$ cat config.mk
export PLATFORM = sky130hd
export DESIGN_NAME = l0_seq_ctrl
export DESIGN_NICKNAME = d
export VERILOG_FILES = /design/src/rtl/l0_seq_pkg.sv /design/src/rtl/l0_seq_cnt.sv /design/src/rtl/l0_seq_ctrl.sv
export SDC_FILE = /design/constraint.sdc
export NUM_CORES = 1
export LEC_CHECK = 0
export BUFFER_PORTS_ARGS = -buffer_cell sky130_fd_sc_hd__buf_2
export CORE_ASPECT_RATIO = 0.5
export CORE_MARGIN = 8
export CORE_UTILIZATION = 49
export CTS_BUF_LIST = sky130_fd_sc_hd__clkbuf_8
export DETAILED_ROUTE_END_ITERATION = 16
export GPL_TIMING_DRIVEN = 0
export PLACE_DENSITY_LB_ADDON = 0.3
export SYNTH_ARGS = -nofsm -noshare
export SYNTH_HDL_FRONTEND = slang
export SYNTH_SLANG_ARGS = --single-unit
$ cat constraint.sdc
create_clock -name clk -period 4.43 [get_ports clk]
set_input_delay 0.2215 -clock clk [delete_from_list [all_inputs] [get_ports clk]]
set_output_delay 0.2215 -clock clk [all_outputs]
set_load 0.01 [all_outputs]
$ cat src/rtl/l0_seq_pkg.sv
// Shared types for the L0 input-buffer sequencer: FSM state encoding and drain-mode constants.
package l0_seq_pkg;

    typedef enum logic [2:0] {
        IDLE,
        LOAD,
        DRAIN,
        FLUSH,
        DONE
    } state_t;

    localparam logic ALIGNED  = 1'b0;
    localparam logic DIAGONAL = 1'b1;

endpackage

$ cat src/rtl/l0_seq_cnt.sv
// Loadable down-counter with a zero flag; one instance sequences the load, drain and skew phases.
module l0_seq_cnt #(
    parameter int W = 7
) (
    input  logic         clk,
    input  logic         reset,
    input  logic         load,
    input  logic [W-1:0] load_val,
    input  logic         dec,
    output logic [W-1:0] cnt,
    output logic         zero
);

    // NOTE: state is updated with non-blocking assignments so every flop samples pre-edge values.
    always_ff @(posedge clk) begin
        if (reset)
            cnt <= '0;
        else if (load)
            cnt <= load_val;
        else if (dec && !zero)
            cnt <= cnt - W'(1);
    end

    assign zero = (cnt == '0);

endmodule

$ cat src/rtl/l0_seq_ctrl.sv
// Sequencer that loads NUM vectors from SRAM into the row-parallel L0 and drains them aligned or skewed.
// Optional performance counters are compiled in when L0_SEQ_PERF_EN is defined.
module l0_seq_ctrl
    import l0_seq_pkg::*;
#(
    parameter int ROW    = 8,
    parameter int DEPTH  = 64,
    parameter int ADDR_W = 11,
    parameter int CNT_W  = 7
) (
    input  logic              clk,
    input  logic              reset,
    input  logic              start,
    input  logic [ADDR_W-1:0] base_addr,
    input  logic [CNT_W-1:0]  num_vec,
    input  logic              skew_mode,
    input  logic              l0_full,
    input  logic              l0_ready,
    output logic              sram_cen_n,
    output logic [ADDR_W-1:0] sram_addr,
    output logic              l0_wr,
    output logic              l0_rd,
    output logic              l0_rd_version,
    output logic              busy,
    output logic              done,
`ifdef L0_SEQ_PERF_EN
    output logic [15:0]       perf_stall_cnt,
    output logic [15:0]       perf_job_cyc,
`endif
    output logic              err
);

    state_t              state, state_next;
    logic [ADDR_W-1:0]   addr_r;
    logic [CNT_W-1:0]    nvec_r;
    logic                mode_r;
    logic                wr_q;
    logic                err_r;
    logic                issue;
    logic                start_ok;

    logic                cnt_load;
    logic [CNT_W-1:0]    cnt_val;
    logic                cnt_dec;
    logic [CNT_W-1:0]    cnt;
    logic                cnt_zero;

    assign start_ok = start && (num_vec != '0) && (num_vec <= CNT_W'(DEPTH));

    l0_seq_cnt #(.W(CNT_W)) u_cnt (
        .clk      (clk),
        .reset    (reset),
        .load     (cnt_load),
        .load_val (cnt_val),
        .dec      (cnt_dec),
        .cnt      (cnt),
        .zero     (cnt_zero)
    );

    always_ff @(posedge clk) begin
        if (reset)
            state <= IDLE;
        else
            state <= state_next;
    end

    // NOTE: every always_comb output gets a default first so no path can infer a latch.
    always_comb begin
        state_next = state;
        case (state)
            IDLE:  if (start_ok) state_next = LOAD;
            // wr_q marks the cycle in which the last read's data is written into L0
            LOAD:  if (cnt_zero && wr_q) state_next = DRAIN;
            DRAIN: if (cnt_zero) state_next = FLUSH;
            FLUSH: if (cnt_zero && l0_ready) state_next = DONE;
            DONE:  state_next = IDLE;
            default: state_next = IDLE;
        endcase
    end

    always_comb begin
        issue         = (state == LOAD) && !cnt_zero && !l0_full;
        sram_cen_n    = !issue;
        sram_addr     = addr_r;
        l0_wr         = wr_q;
        l0_rd         = (state == DRAIN);
        l0_rd_version = mode_r;
        busy          = (state != IDLE);
        done          = (state == DONE);
        err           = err_r;
    end

    // The single counter holds reads left in LOAD, reads left minus one in DRAIN, skew left in FLUSH.
    always_comb begin
        cnt_load = 1'b0;
        cnt_val  = '0;
        cnt_dec  = 1'b0;
        case (state)
            IDLE: begin
                cnt_load = start_ok;
                cnt_val  = num_vec;
            end
            LOAD: begin
                if (cnt_zero && wr_q) begin
                    cnt_load = 1'b1;
                    cnt_val  = nvec_r - CNT_W'(1);
                end else begin
                    cnt_dec = issue;
                end
            end
            DRAIN: begin
                if (cnt_zero) begin
                    cnt_load = 1'b1;
                    cnt_val  = (mode_r == DIAGONAL) ? CNT_W'(ROW - 1) : '0;
                end else begin
                    cnt_dec = 1'b1;
                end
            end
            FLUSH: cnt_dec = !cnt_zero;
            default: ;
        endcase
    end

    always_ff @(posedge clk) begin
        if (reset) begin
            addr_r <= '0;
            nvec_r <= '0;
            mode_r <= ALIGNED;
            wr_q   <= 1'b0;
            err_r  <= 1'b0;
        end else begin
            wr_q <= issue;
            if (state == IDLE && start) begin
                if (start_ok) begin
                    addr_r <= base_addr;
                    nvec_r <= num_vec;
                    mode_r <= skew_mode;
                    err_r  <= 1'b0;
                end else begin
                    err_r  <= 1'b1;
                end
            end else if (issue) begin
                addr_r <= addr_r + ADDR_W'(1);
            end
        end
    end

`ifdef L0_SEQ_PERF_EN
    always_ff @(posedge clk) begin
        if (reset) begin
            perf_stall_cnt <= '0;
            perf_job_cyc   <= '0;
        end else if (state == IDLE) begin
            if (start_ok) begin
                perf_stall_cnt <= '0;
                perf_job_cyc   <= '0;
            end
        end else begin
            if (perf_job_cyc != 16'hFFFF)
                perf_job_cyc <= perf_job_cyc + 16'd1;
            if (state == LOAD && l0_full && perf_stall_cnt != 16'hFFFF)
                perf_stall_cnt <= perf_stall_cnt + 16'd1;
        end
    end
`endif

endmodule
==> metrics, run 1 <==
share of the synthesized area in the top cell type=31.5%; critical setup path kind=flop to flop; Total Neg Setup Slack=0 ns; Netlist cell types=53; synth warn=0; CTS root buffer=clkbuf_8; Worst Path Buf+Inv=2; Tmin final=2.30 ns; Post-CTS Hold Buffers=0; Post-CTS Setup Inserts=0; Worst Hold Class=input port to flop; post-synthesis net count=284; clk buf depth=2; initial antenna violation count=0; Max-slew headroom=52.9%; post-synthesis register bit count=31; largest net degree at the start of global routing=11; final hold violations=0; routed len/inst=16.0 um; CP delay by family, top=simple AND/OR/NAND/NOR gates; Post-Layout Inst Area=2330 um^2; Critical Path Max Stage Delay=0.39 ns; CP max stage cell=or3_1; most crowded layer after global routing=met2; Initial Util=50.7%; Max Clk Rate=435 MHz; CTS sink count=31; worst setup margin=2.13 ns; met3 Track Usage GR=5.93%; final WL=5.72 mm; placed instance area=2240 um^2; synth top area cells=dfxtp_1 (32%), nand2_1 (7.1%), a21oi_1 (6.4%); Final period util=51.9%; clk_skew=0.00731 ns; Synth area leader=dfxtp_1; Post-DRT Antenna Nets=0; status=finished clean; CTS resizes=0; Core Area=3880 um^2; Initial DRC Count=145; max-cap violations=0; IO Count=42; CTS tree=built; most frequent cell after synthesis=nand2_1; Post-synth EDFFs=0; Vias=2168; PortBufs=41; first-pass GRT wire length=9.45 mm; H-tree depth=2; Synth Cell Area=1970 um^2; share of cells above drive strength 1=21.7%; Synth Flop Type=dfxtp_1; die span in y=60.8 um; Remaining DRCs=0; global-route usage over all layers=18.0%; grt total ovfl=0; Post-Place Worst Slack=2.19 ns; Num CTS Buffers=5; Pleak=0.920 nW; worst hold slack=0.173 ns; Die X=106 um; clock slew at reported path FFs=0.07 ns; Worst VDD drop=0.000141 V; Syn-to-layout area delta=18.3%; crit-path cells=inv_1 > ha_1 > nor2b_1 > nand2_1 > or3_1 > clkbuf_1 > a221oi_2 > a2111oi_2; worst path arrival time=2.44 ns; synth cell count leaders=nand2_1 (37), dfxtp_1 (31), a21oi_1 (25), nor2_1 (25), nor3_1 (12); Clock Latency Late Sink=0.28 ns; critical path required time=4.57 ns; nets@finish=332; vias per cell=6.06; met2 usage=30.1%; syn avg cell area=7.69 um^2; post-DP HPWL=4.38 mm; final core area utilization=60.0%; cell area power density=317 nW/um^2; ys async rst share=0%; RePlAce Congestion=0.893; antenna diode count=0; Slew Limit Fails=0; cells after synthesis=256; first drt pass iteration count=5; RSZ-0062 raised after global routing=false; routing usage on met1=21.5%; die footprint=6430 um^2; vias in the first global route=2057; final setup vio count=0; crit path max fanout=6; slew at the pin with the worst max-slew slack=0.697 ns; Worst setup SP type=flop; sequential share of the synthesized area=31.5%; Setup crit end kind=flop; num rows=16
==> worst paths after layout <==
path	start	to	slack [ns]	depth (start not counted)
setup reg to reg	u_cnt.cnt[0]$_SDFFE_PP0P_	u_cnt.cnt[0]$_SDFFE_PP0P_	2.13	8
setup / recovery	u_cnt.cnt[0]$_SDFFE_PP0P_	u_cnt.cnt[0]$_SDFFE_PP0P_	2.13	8
hold reg to reg	l0_rd_version$_SDFFE_PP0P_	l0_rd_version$_SDFFE_PP0P_	0.48	2
hold / removal	skew_mode	l0_rd_version$_SDFFE_PP0P_	0.17	3
==> sequential cells by signal (all words and copies together), names as in the netlist <==
signal	flops
sram_addr	11
nvec_r	7
u_cnt.cnt	7
state	3
err	1
l0_rd_version	1
l0_wr	1
==> per-layer routing <==
layer | part of all wire, % | wire length, um
met5 | 0 | 0
met3 | 10 | 590
met1 | 43 | 2460
met2 | 46 | 2630
met4 | 0.66 | 38
==> where the power goes <==
part	internal [mW]	switching [mW]	leakage, nW
registers	0.299	0.0267	0.254
clock network	0.122	0.105	0.0470
logic	0.0790	0.107	0.619
total	0.499	0.239	0.920
==> cell type report <==
class | count | area (um^2)
clock buffers | 6 | 82.6
multi-input cells | 204 | 1250
repair buffers | 41 | 205
clock inverters | 1 | 5.00
well taps | 54 | 67.6
inverters | 6 | 22.5
fillers | 364 | 1550
flip-flops and latches | 31 | 621
plain buffers | 15 | 78.8
==> through the flow <==
step	total power, mW	cells
5_1_grt	0.776	358
4_1_cts	0.739	358
6_report	0.739	358
3_3_place_gp	0.508	351
3_5_place_dp	0.515	351
2_1_floorplan	0.455	256
==> kinds of logic after synthesis <==
family / after synthesis / synth area share, %
AO/OA/AOI/OAI: 76 / 26.6
adder cells (fa/ha/maj): 4 / 2.54
flip-flops: 31 / 31.5
XOR/XNOR: 6 / 2.67
AND/OR/NAND/NOR: 117 / 31.0
multiplexers: 1 / 0.508
buffers and inverters: 21 / 5.15
==> cells in the final DEF, fill, tap and decap left out, types with 2 or more instances in the layout <==
master | netlist | layout
o32ai_1 | 2 | 2
and3_1 | 3 | 3
a221oi_1 | 4 | 4
inv_1 | 6 | 6
nand2_1 | 37 | 37
nor3b_1 | 2 | 2
nor4_1 | 2 | 2
nand2b_1 | 5 | 5
clkbuf_1 | 6 | 6
a221oi_2 | 2 | 2
nor2b_1 | 3 | 3
a31oi_1 | 4 | 4
nand4_1 | 4 | 4
nand3_1 | 7 | 7
o2bb2ai_1 | 3 | 3
nor4b_1 | 5 | 5
a21oi_1 | 25 | 25
a211oi_1 | 8 | 8
clkbuf_8 | 0 | 6
nor3_1 | 12 | 12
dfxtp_1 | 31 | 31
or3_1 | 3 | 3
xnor2_1 | 2 | 2
a22o_1 | 2 | 2
ha_1 | 4 | 4
a311oi_1 | 3 | 3
nor2_1 | 25 | 25
buf_2 | 6 | 47
xor2_1 | 4 | 4
o21ai_0 | 11 | 11
buf_4 | 2 | 2
==> tightest hold or removal path, cell delays in order <==
cell	delay, ns
buf_2	0.09
nand2_1	0.04
a21oi_1	0.05
Power figures use the tool's default switching activity.
==> run 2, diff against run 1 <==
==> constraint.sdc (replaced) <==
create_clock -name clk -period 1.97 [get_ports clk]
set_input_delay 0.0985 -clock clk [delete_from_list [all_inputs] [get_ports clk]]
set_output_delay 0.0985 -clock clk [all_outputs]
set_load 0.01 [all_outputs]
==> metrics, run 2 (same netlist as run 1, synthesis figures left out) <==
global-route usage over all layers=18.7% (+0.71 points); total power draw=1.76 mW (+140%); Num CTS Buffers=5 (unchanged); PortBufs=41 (unchanged); cell area power density=681 nW/um^2 (+110%); die footprint=6430 um^2 (unchanged); Vias=2266 (+4.5%); worst path arrival time=2.15 ns (-0.29 ns); final setup vio count=0 (unchanged); Worst setup SP type=flop; max reg flops=11 (unchanged); Initial DRC Count=226 (+56%); share of cells above drive strength 1=32.6% (+11 points); max-cap violations=0 (unchanged); Worst VDD drop=0.000376 V (+170%); initial antenna violation count=0 (unchanged); most frequent cells in the layout=buf_2 (45), nand2_1 (35), dfxtp_1 (27), nor2_1 (25), a21oi_1 (24); routed len/inst=17.2 um (+7.6%); num rows=16 (unchanged); Slew Limit Fails=0 (unchanged); Pleak=1.04 nW (+13%); Clock Latency Late Sink=0.28 ns (about the same); IO Count=42 (unchanged); Post-DRT Antenna Nets=0 (unchanged); Post-Place Worst Slack=-0.274 ns (-2.46 ns); Max-slew headroom=56.4% (+3.5 points); vias in the first global route=2105 (+2.3%); Final period util=99.1% (+47 points); critical path required time=2.17 ns (-2.40 ns); Setup crit end kind=flop; clk_skew=0.00797 ns (+0.000653 ns); Remaining DRCs=0 (unchanged); die span in y=60.8 um (unchanged); most common cell after layout, fill and taps aside=buf_2; Max Clk Rate=512 MHz (+18%); crit path max fanout=5 (-1); Worst Hold Class=input port to flop; slew at the pin with the worst max-slew slack=0.649 ns (-0.0478 ns); Core Area=3880 um^2 (unchanged); Initial Util=50.7% (unchanged); grt total ovfl=0 (unchanged); vias per cell=6.17 (+2.0%); RePlAce Congestion=0.893 (unchanged); placed instance area=2240 um^2 (unchanged); largest net degree at the start of global routing=11 (unchanged); first drt pass iteration count=5 (unchanged); final WL=6.31 mm (+10%); CTS tree=built; Post-Layout Inst Area=2580 um^2 (+11%); antenna diode count=0 (unchanged); RSZ-0062 raised after global routing=true; Tmin final=1.95 ns (-0.345 ns); H-tree depth=2 (unchanged); Post-CTS Hold Buffers=0 (unchanged); Syn-to-layout area delta=30.9%; CTS root buffer=clkbuf_8; Die X=106 um (unchanged); clk buf depth=2 (unchanged); post-DP HPWL=4.38 mm (unchanged); final core area utilization=66.4% (+6.4 points); CTS sink count=31 (unchanged); nets@finish=341 (+2.7%); first-pass GRT wire length=9.80 mm (+3.7%); critical setup path kind=flop to flop; clock slew at reported path FFs=0.07 ns (about the same); worst setup margin=0.0171 ns (-2.12 ns); final hold violations=0 (unchanged); status=finished clean
run 2: metrics by stage:
step,setup TNS [ns],std cells,hold slack (ns)
finish,0,367,0.0507
global route,-0.165,367,0.0611
CTS,-0.0529,363,0.0479
detailed placement,-3.79,351,0.345
global placement,-4.64,351,0.341
floorplan,0,256,0.188
run 2: cell type report:
type	instances	area, um^2
Timing Repair Buffer	53	293
Clock inverter	1	5.00
Multi-Input combinational cell	204	1410
Buffer	12	71.3
Fill cell	327	1310
Inverter	6	26.3
Clock buffer	6	82.6
Sequential cell	31	628
Tap cell	54	67.6
run 2: worst max-delay path, cell delays in order, from the launching register on:
cell and delay, ns:
dfxtp_4 0.36, or4b_4 0.56, a211o_4 0.31, buf_4 0.14
nand3_2 0.10, buf_6 0.14, nor2_1 0.04, a311oi_1 0.22
run 2: per-layer routing:
metal	share of wire [%]	global-route usage, %	vias up	routed length, um
li1	-	-	1065	-
met1	44	22.5	1073	2770
met2	46	31.4	114	2900
met3	9.4	5.93	14	591
met4	0.82	6.73	0	52
met5	0	0	-	0
run 2: power breakdown:
group | internal, mW | total (mW) | switching (mW) | leakage (nW)
combinational | 0.226 | 0.507 | 0.281 | 0.739
clock | 0.274 | 0.515 | 0.241 | 0.0470
sequential | 0.672 | 0.734 | 0.0621 | 0.256
total | 1.17 | 1.76 | 0.585 | 1.04
run 2: path summary, 6_finish.rpt:
kind                               from                    endpoint  slack [ns]  depth (start not counted)
max reg2reg       state[0]$_SDFFE_PP0P_   sram_addr[1]$_SDFFE_PP0P_        0.02                          7
min reg2reg  l0_rd_version$_SDFFE_PP0P_  l0_rd_version$_SDFFE_PP0P_        0.49                          2
min                           skew_mode  l0_rd_version$_SDFFE_PP0P_        0.05                          3
max               state[0]$_SDFFE_PP0P_   sram_addr[1]$_SDFFE_PP0P_        0.02                          7
run 2: timing repair:
item / CTS / global route
pin swaps: 5 / 6
resized for setup: 17 / 27
endpoints found under the setup margin: 25 / 27
setup buffers: 6 / 5
gates cloned: 0 / 1
==> run 3, diff against run 2 <==
--- a/config.mk
+++ b/config.mk
@@ -13,6 +13,7 @@
 export DETAILED_ROUTE_END_ITERATION = 16
 export GPL_TIMING_DRIVEN = 0
 export PLACE_DENSITY_LB_ADDON = 0.3
+export SETUP_SLACK_MARGIN = 0.02
 export SYNTH_ARGS = -nofsm -noshare
 export SYNTH_HDL_FRONTEND = slang
 export SYNTH_SLANG_ARGS = --single-unit
==> metrics, run 3 (same netlist as run 1, synthesis figures left out) <==
status=finished, violations left; failing checks=setup timing; placed instance area=2240 um^2 (unchanged); largest net degree at the start of global routing=11 (unchanged); Syn-to-layout area delta=30.4%; num rows=16 (unchanged); Die X=106 um (unchanged); Max-slew headroom=54.5% (-1.9 points); routed len/inst=17.6 um (+2.4%); CP max stage cell=or4b_4; Remaining DRCs=0 (unchanged); Worst VDD drop=0.000375 V (-0.41%); RePlAce Congestion=0.893 (unchanged); initial antenna violation count=0 (unchanged); Post-Place Worst Slack=-0.274 ns (unchanged); CTS tree=built; vias per cell=6.28 (+1.7%); Vias=2291 (+1.1%); share of cells above drive strength 1=32.2% (-0.43 points); clk_skew=0.00901 ns (+0.00105 ns); Tmin final=1.98 ns (+0.0236 ns); worst setup margin=-0.00650 ns (-0.0236 ns); first drt pass iteration count=5 (unchanged); most frequent cells in the layout=buf_2 (44), nand2_1 (35), dfxtp_1 (27), nor2_1 (25), a21oi_1 (25); slew at the pin with the worst max-slew slack=0.676 ns (+0.0276 ns); Worst setup SP type=flop; final core area utilization=66.1% (-0.26 points); CTS root buffer=clkbuf_8; cell area power density=685 nW/um^2 (+0.53%); max reg flops=11 (unchanged); Final period util=100% (+1.2 points); Num CTS Buffers=5 (unchanged); final hold violations=0 (unchanged); critical path required time=2.10 ns (-0.07 ns); antenna diode count=0 (unchanged); clock slew at reported path FFs=0.07 ns (about the same); critical setup path kind=flop to flop; global-route usage over all layers=18.9% (+0.16 points); Post-DRT Antenna Nets=0 (unchanged); Pleak=1.03 nW (-0.62%); Post-CTS Hold Buffers=0 (unchanged); final setup vio count=1 (+1); CTS sink count=31 (unchanged); final WL=6.43 mm (+1.8%); Post-Layout Inst Area=2570 um^2 (-0.39%); Slew Limit Fails=0 (unchanged); min-delay src=skew_mode; Initial Util=50.7% (unchanged); first-pass GRT wire length=9.92 mm (+1.2%); IO Count=42 (unchanged); die span in y=60.8 um (unchanged); Initial DRC Count=213 (-5.8%); Clock Latency Late Sink=0.29 ns (about the same); die footprint=6430 um^2 (unchanged); RSZ-0062 raised after global routing=true; vias in the first global route=2116 (+0.52%); clk buf depth=2 (unchanged); Worst Hold Class=input port to flop; H-tree depth=2 (unchanged); post-DP HPWL=4.38 mm (unchanged); crit path max fanout=6 (+1); worst path arrival time=2.11 ns (-0.04 ns); worst hold slack=0.0676 ns (+0.0170 ns); most common cell after layout, fill and taps aside=buf_2; Max Clk Rate=506 MHz (-1.2%); grt total ovfl=0 (unchanged); Critical Path Max Stage Delay=0.56 ns (about the same); Critical R2R Launch=state[0]$_SDFFE_PP0P_; nets@finish=339 (-0.59%); crit-path cells=or4b_4 > a211o_4 > and2_4 > a221oi_4 > a2111oi_2; PortBufs=41 (unchanged); FILL cells=318 (-2.8%); Core Area=3880 um^2 (unchanged); CP Launch Point=state[0]$_SDFFE_PP0P_; max-cap violations=0 (unchanged); Setup crit end kind=flop
[run 3: critical path, delay by kind of cell (launching register included)]
| kind | cells | cell delay [ns] |
|---|---|---|
| AOI/OAI and AO/OA | 3 | 0.71 |
| DFF | 1 | 0.37 |
| and+or+nand+nor | 2 | 0.75 |
[run 3: path summary, 6_finish.rpt]
| path | to | slack, ns | cells after the start |
|---|---|---|---|
| worst max-delay path | u_cnt.cnt[0]$_SDFFE_PP0P_ | -0.007 | 5 |
| worst min-delay path | l0_rd_version$_SDFFE_PP0P_ | 0.07 | 3 |
| worst max register to register | u_cnt.cnt[0]$_SDFFE_PP0P_ | -0.007 | 5 |
| worst min register to register | u_cnt.cnt[0]$_SDFFE_PP0P_ | 0.50 | 1 |
[run 3: repair_timing]
action / in CTS / in global routing
setup buffers: 6 / 4
cloned: 0 / 0
pin swaps: 5 / 7
setup endpoints to repair: 27 / 27
gates resized for setup: 19 / 22
[run 3: layout make-up]
type                    instances  area [um^2]  area share (%)
clock inverters                 1         5.00           0.195
flip-flops and latches         31          628            24.5
multi-input cells             204         1410            54.8
repair buffers                 51          280            10.9
well taps                      54         67.6            2.63
plain buffers                  12         71.3            2.78
inverters                       6         26.3            1.02
clock buffers                   6         82.6            3.21
[run 3: power by group]
group / switching [mW] / internal (mW) / leakage [nW]
Clock: 0.243 / 0.274 / 0.0470
Sequential: 0.0623 / 0.672 / 0.256
Combinational: 0.285 / 0.222 / 0.732
Total: 0.591 / 1.17 / 1.03
[run 3: per-layer routing]
| layer | up-vias | wire (um) | global-route usage, % |
|---|---|---|---|
| li1 | 1069 | - | - |
| met1 | 1088 | 2690 | 22.6 |
| met2 | 121 | 3030 | 31.9 |
| met3 | 13 | 620 | 6.46 |
| met4 | 0 | 85 | 5.74 |
| met5 | - | 0 | 0 |
[run 3: per-stage QoR]
stage	total power, mW	setup TNS (ns)	std cells
6_report	1.76	-0.00650	365
5_1_grt	1.84	-0.150	365
4_1_cts	1.71	-0.0536	363
3_5_place_dp	1.16	-3.79	351
3_3_place_gp	1.14	-4.64	351
2_1_floorplan	1.02	0	256
